$ cat src/rtl/instr_cache.sv
// Direct-mapped, read-only instruction cache with a blocking miss FSM
// (IDLE -> MEM_READ -> UPDATE) and saturating hit/miss statistics counters.
module instr_cache #(
    parameter int ADDR_W          = 10,
    parameter int NUM_SETS        = 8,
    parameter int WORDS_PER_BLOCK = 4,
    parameter int CNT_W           = 16
) (
    input  logic                                           CLK,
    input  logic                                           RESET,
    input  logic                                           READ,
    input  logic [ADDR_W-1:0]                              PC_ADDR,
    output logic [31:0]                                    INSTRUCTION,
    output logic                                           BUSYWAIT,
    output logic                                           mem_READ,
    output logic [ADDR_W-3-$clog2(WORDS_PER_BLOCK):0]      mem_ADDRESS,
    input  logic [32*WORDS_PER_BLOCK-1:0]                  mem_READDATA,
    input  logic                                           mem_BUSYWAIT,
    output logic [CNT_W-1:0]                               HIT_COUNT,
    output logic [CNT_W-1:0]                               MISS_COUNT
);

    localparam int OFF_W = $clog2(WORDS_PER_BLOCK);
    localparam int IDX_W = $clog2(NUM_SETS);
    localparam int BLK_W = ADDR_W - 2 - OFF_W;
    localparam int TAG_W = BLK_W - IDX_W;

    typedef enum logic [1:0] {
        IDLE     = 2'd0,
        MEM_READ = 2'd1,
        UPDATE   = 2'd2
    } state_t;

    state_t                         state_r;
    state_t                         state_s;
    logic [NUM_SETS-1:0]            valid_r;
    logic [TAG_W-1:0]               tag_r  [NUM_SETS];
    logic [32*WORDS_PER_BLOCK-1:0]  data_r [NUM_SETS];
    logic [BLK_W-1:0]               blk_r;
    logic                           after_update_r;
    logic [CNT_W-1:0]               hit_cnt_r;
    logic [CNT_W-1:0]               miss_cnt_r;

    logic [OFF_W-1:0]               offset_s;
    logic [IDX_W-1:0]               index_s;
    logic [TAG_W-1:0]               tag_s;
    logic                           hit_s;
    logic [31:0]                    word_s;
    logic [31:0]                    instr_s;
    logic                           busy_s;
    logic                           mem_rd_s;
    logic                           miss_s;
    logic                           hit_inc_s;
    logic                           fill_s;

    assign offset_s = PC_ADDR[2 +: OFF_W];
    assign index_s  = PC_ADDR[2+OFF_W +: IDX_W];
    assign tag_s    = PC_ADDR[ADDR_W-1 -: TAG_W];
    assign hit_s    = valid_r[index_s] && (tag_r[index_s] == tag_s);
    assign word_s   = data_r[index_s][{offset_s, 5'b00000} +: 32];

    // Next-state and per-cycle control decode.
    always_comb begin
        state_s   = state_r;
        instr_s   = 32'h0000_0000;
        busy_s    = 1'b0;
        mem_rd_s  = 1'b0;
        miss_s    = 1'b0;
        hit_inc_s = 1'b0;
        fill_s    = 1'b0;
        case (state_r)
            IDLE: begin
                if (READ) begin
                    if (hit_s) begin
                        instr_s   = word_s;
                        // The re-access right after a fill is not a new hit.
                        hit_inc_s = !after_update_r;
                    end else begin
                        busy_s  = 1'b1;
                        miss_s  = 1'b1;
                        state_s = MEM_READ;
                    end
                end else begin
                    state_s = IDLE;
                end
            end
            MEM_READ: begin
                busy_s   = 1'b1;
                mem_rd_s = 1'b1;
                if (!mem_BUSYWAIT) begin
                    fill_s  = 1'b1;
                    state_s = UPDATE;
                end else begin
                    state_s = MEM_READ;
                end
            end
            UPDATE: begin
                busy_s  = 1'b1;
                state_s = IDLE;
            end
            default: begin
                state_s = IDLE;
            end
        endcase
    end

    assign INSTRUCTION = RESET ? 32'h0000_0000 : instr_s;
    assign BUSYWAIT    = RESET ? 1'b0 : busy_s;
    assign mem_READ    = RESET ? 1'b0 : mem_rd_s;
    assign mem_ADDRESS = blk_r;
    assign HIT_COUNT   = hit_cnt_r;
    assign MISS_COUNT  = miss_cnt_r;

    // Control state, valid bits, latched block address and statistics.
    always_ff @(posedge CLK) begin
        if (RESET) begin
            state_r        <= IDLE;
            valid_r        <= {NUM_SETS{1'b0}};
            blk_r          <= {BLK_W{1'b0}};
            after_update_r <= 1'b0;
            hit_cnt_r      <= {CNT_W{1'b0}};
            miss_cnt_r     <= {CNT_W{1'b0}};
        end else begin
            state_r        <= state_s;
            after_update_r <= (state_r == UPDATE);
            if (miss_s) begin
                blk_r <= PC_ADDR[ADDR_W-1 -: BLK_W];
            end
            if (fill_s) begin
                valid_r[blk_r[IDX_W-1:0]] <= 1'b1;
            end
            if (hit_inc_s && !(&hit_cnt_r)) begin
                hit_cnt_r <= hit_cnt_r + {{(CNT_W-1){1'b0}}, 1'b1};
            end
            if (miss_s && !(&miss_cnt_r)) begin
                miss_cnt_r <= miss_cnt_r + {{(CNT_W-1){1'b0}}, 1'b1};
            end
        end
    end

    // Tag and data arrays need no reset; valid bits qualify them.
    always_ff @(posedge CLK) begin
        if (fill_s && !RESET) begin
            tag_r[blk_r[IDX_W-1:0]]  <= blk_r[BLK_W-1 -: TAG_W];
            data_r[blk_r[IDX_W-1:0]] <= mem_READDATA;
        end
    end

endmodule
$ cat config.mk
export PLATFORM = sky130hd
export DESIGN_NAME = instr_cache
export DESIGN_NICKNAME = d
export VERILOG_FILES = /design/src/rtl/instr_cache.sv
export SDC_FILE = /design/constraint.sdc
export NUM_CORES = 1
export LEC_CHECK = 0
export CAP_MARGIN = 0
export CELL_PAD_IN_SITES_DETAIL_PLACEMENT = 0
export CELL_PAD_IN_SITES_GLOBAL_PLACEMENT = 1
export CORE_ASPECT_RATIO = 0.75
export CORE_MARGIN = 1
export CORE_UTILIZATION = 35
export CTS_CLUSTER_DIAMETER = 120
export CTS_CLUSTER_SIZE = 25
export DETAILED_ROUTE_END_ITERATION = 12
export PLACE_DENSITY_LB_ADDON = 0.05
export SETUP_SLACK_MARGIN = 0.15
export SLEW_MARGIN = 5
export SYNTH_ARGS = -nofsm -noshare
export SYNTH_HDL_FRONTEND = slang
export SYNTH_SLANG_ARGS = --single-unit
$ cat constraint.sdc
create_clock -name CLK -period 16.02 [get_ports CLK]
set_input_delay 3.204 -clock CLK [delete_from_list [all_inputs] [get_ports CLK]]
set_output_delay 3.204 -clock CLK [all_outputs]
set_load 0.01 [all_outputs]
==> flow_metrics.tcl <==
set metrics [dict create \
    htreeDepth 2 \
    wl_per_cell_um 28.5 \
    grt_overflow 0 \
    hold_viol 0 \
    cts_tree "yes" \
    ir_drop_mv 0.0858 \
    start_util 0.355 \
    antenna_found_initial 15 \
    synthesis.nets 1962 \
    clockRootBuffer "clkbuf_16" \
    seq_area_frac_synth 0.771 \
    ys_types 41 \
    via_count 18900 \
    hp-class "reg2reg" \
    crit_start "PC_ADDR[4]" \
    drive_gt1_frac 0.214 \
    syn_avg_cell_area_um2 23.2 \
    area_growth_pct 12.6 \
    min-delay-start "valid_r[4]" \
    end_kind "output port" \
    grt_setup_unrepaired "no" \
    netlist_area_mm2 0.0421 \
    cellPowerDensity_mw_per_mm2 102 \
    worst-slew-pin-transition_ns 1.10 \
    grt_max_degree 114 \
    dr.pass1.iters 5 \
    clock.fmax_mhz 88.9 \
    max_slew_margin 0.265 \
    nFillCells 10400 \
    synthMuxAreaShare 0.187 \
    holdPathStages 1 \
    critPathKind "in2out" \
    tns_ns 0 \
    r2r_cells 9 \
    drtAntennaViolNets 0 \
    postCtsSetupBuffers 0 \
    clkSinkCount 1097 \
    crit_required_ns 12.82 \
    ctsHoldBuffers 0 \
    synth_top_area_cell "edfxtp_1" \
    yosysWarnings 0 \
    place_congestion 0.715 \
    grt_usage 0.169 \
    synth_top_family_by_area "multiplexers" \
    worstReg2RegStart "state_r[1]" \
    viasPerCell 5.28 \
    ctsResizeCount 0 \
    clk_latency_ns 0.66 \
    r2r_end "data_r[6][3]" \
    hold-path-endpoint "valid_r[4]" \
    die_x_um 402 \
    synthAdderAreaFrac 0.00178 \
    synthTopCellsByArea "edfxtp_1, mux4_2, dfxtp_1" \
    timing.final.crit_share 0.702 \
    drv_cap 0 \
    grt_pass1_wl_um 147000 \
    cts_buffers 49 \
    synth_compound_area_frac 0.00972 \
    cts.clk_slew.worst_paths_ns 0.11 \
    synth-xor-area-share 0.000624 \
    cp_max_fo 70 \
    post-place-ws_ns 4.60 \
    finalCriticalPeriod_ns 11.25 \
    synth-simple-area-share 0.0194 \
    fp-row-count 109 \
    synth_top_area_frac 0.748 \
    nNetsFinal 2164 \
    dpl.hpwl_um 56700 \
    ys_ff_latch 1097 \
    core_mm2 0.119 \
    netlist_instances 1814 \
    die_h_um 302 \
    leakage_nw 14.3 \
    grt_pass1_vias 20100 \
    drc 0 \
    finalWorstSetupSlack_ns 4.77 \
    finClkSkew_ns 0.0288 \
    wl_um 102000 \
    dieArea_mm2 0.122 \
    io_buffer_count 211 \
    finalSetupViolations 0 \
    cts_buffer_depth 3 \
    drt_iter0_markers 1491 \
    io_pins 214 \
    r2r_setup_slack_ns 11.54 \
    startpoint_type "input pin" \
    status "complete, no violations" \
    cp.arrival_ns 8.04 \
    slew_viol_final 0 \
]
==> sequential cells by signal, summed over array words and instances (netlist names) <==
register	count
after_update_r	1
mem_ADDRESS	6
data_r	1024
tag_r	24
valid_r	8
HIT_COUNT	16
state_r	2
MISS_COUNT	16
==> layout by cell type (no fill, tap or decap), types with 9 or more instances in the layout <==
cell type / n
nor2_1: 41
o31ai_1: 12
a21oi_1: 22
or4_1: 11
mux2i_1: 52
nand3_1: 10
edfxtp_1: 1048
o21ai_0: 11
clkdlybuf4s50_1: 206
buf_4: 37
dfxtp_1: 49
or3_1: 9
clkbuf_16: 50
mux4_2: 325
nand2_1: 35
nand4_1: 11
==> worst max-delay path, stage by stage <==
cell	delay, ns
buf_8	0.56
buf_4	0.85
mux2i_1	0.20
mux4_2	0.54
xor2_1	0.25
and4_1	0.45
nand2_2	0.42
buf_4	0.47
nor2_1	0.32
clkdlybuf4s50_1	0.60
==> cells by family (layout without fill, tap and decap cells) <==
logic type,after synthesis,in the layout
and+or+nand+nor,162,162
AOI/OAI and AO/OA,65,65
muxes,381,381
DFF,1097,1097
buffers and inverters,100,311
other,0,2
adders and majority gates,6,6
xor gates and xnor gates,3,3
==> where the power goes <==
group          switching, mW  total [mW]  internal, mW
logic                  0.147       0.279         0.132
registers            0.00615        3.16          3.15
clock network          0.853        1.42         0.569
total                   1.01        4.86          3.85
==> stage by stage <==
| stage | instances | utilization | hold slack (ns) | cell area, um2 | power (mW) |
|---|---|---|---|---|---|
| floorplan | 1814 | - | 0.421 | 42100 | 3.38 |
| global placement | 3519 | 0.389 | 0.428 | 46100 | 3.50 |
| detailed placement | 3519 | 0.389 | 0.439 | 46100 | 3.51 |
| CTS | 3579 | 0.400 | 0.465 | 47400 | 4.94 |
| global route | 3579 | 0.400 | 0.484 | 47400 | 5.04 |
| finish | 3581 | 0.400 | 0.465 | 47400 | 4.86 |
==> how the worst max path moves through the flow <==
stage	to	cells after the start
after floorplan	data_r[0][0]	5
after global placement	INSTRUCTION[5]	10
after detailed placement	INSTRUCTION[11]	10
after CTS	INSTRUCTION[11]	10
after global routing	INSTRUCTION[11]	10
final	INSTRUCTION[11]	10
==> routing by layer <==
layer	up-vias	GRT usage	routed length, um
li1	8080	-	-
met1	10400	0.239	46500
met2	340	0.281	49500
met3	96	0.0254	4390
met4	16	0.0268	1340
met5	-	0	96
==> area by class of cell <==
class | count | area (um2) | share of cell area
antenna | 2 | 5.00 | 0.000106
multi-input combinational | 617 | 9270 | 0.196
clock buffer | 58 | 1280 | 0.0270
tap | 1554 | 1940 | 0.0410
timing repair buffer | 247 | 2400 | 0.0507
inverter | 4 | 15.0 | 0.000317
sequential | 1097 | 32500 | 0.685
clock inverter | 2 | 21.3 | 0.000449
==> cell usage after synthesis <==
library cell	count
o21bai_1	1
nand4b_1	1
o311ai_0	1
nand4_1	11
a21o_1	8
o21a_1	3
dfxtp_1	49
o31ai_1	12
buf_6	3
edfxtp_1	1048
a311oi_1	1
nor4_1	4
ha_1	6
buf_2	26
o41ai_1	1
a211oi_1	1
and4_1	3
nor3_1	3
nand2_1	36
or2_2	1
o21ai_0	11
nand3_1	10
mux2_2	4
nand2b_1	4
a31oi_1	2
nor3b_1	2
and2_1	3
o31a_1	2
mux2i_1	52
nor2b_1	8
mux4_2	325
nor2_2	1
and3_1	8
xor2_1	3
a21oi_1	22
buf_1	9
clkbuf_1	58
inv_1	4
or4_1	11
or3_1	9
nor2_1	47
(Power assumes the default switching activity.)
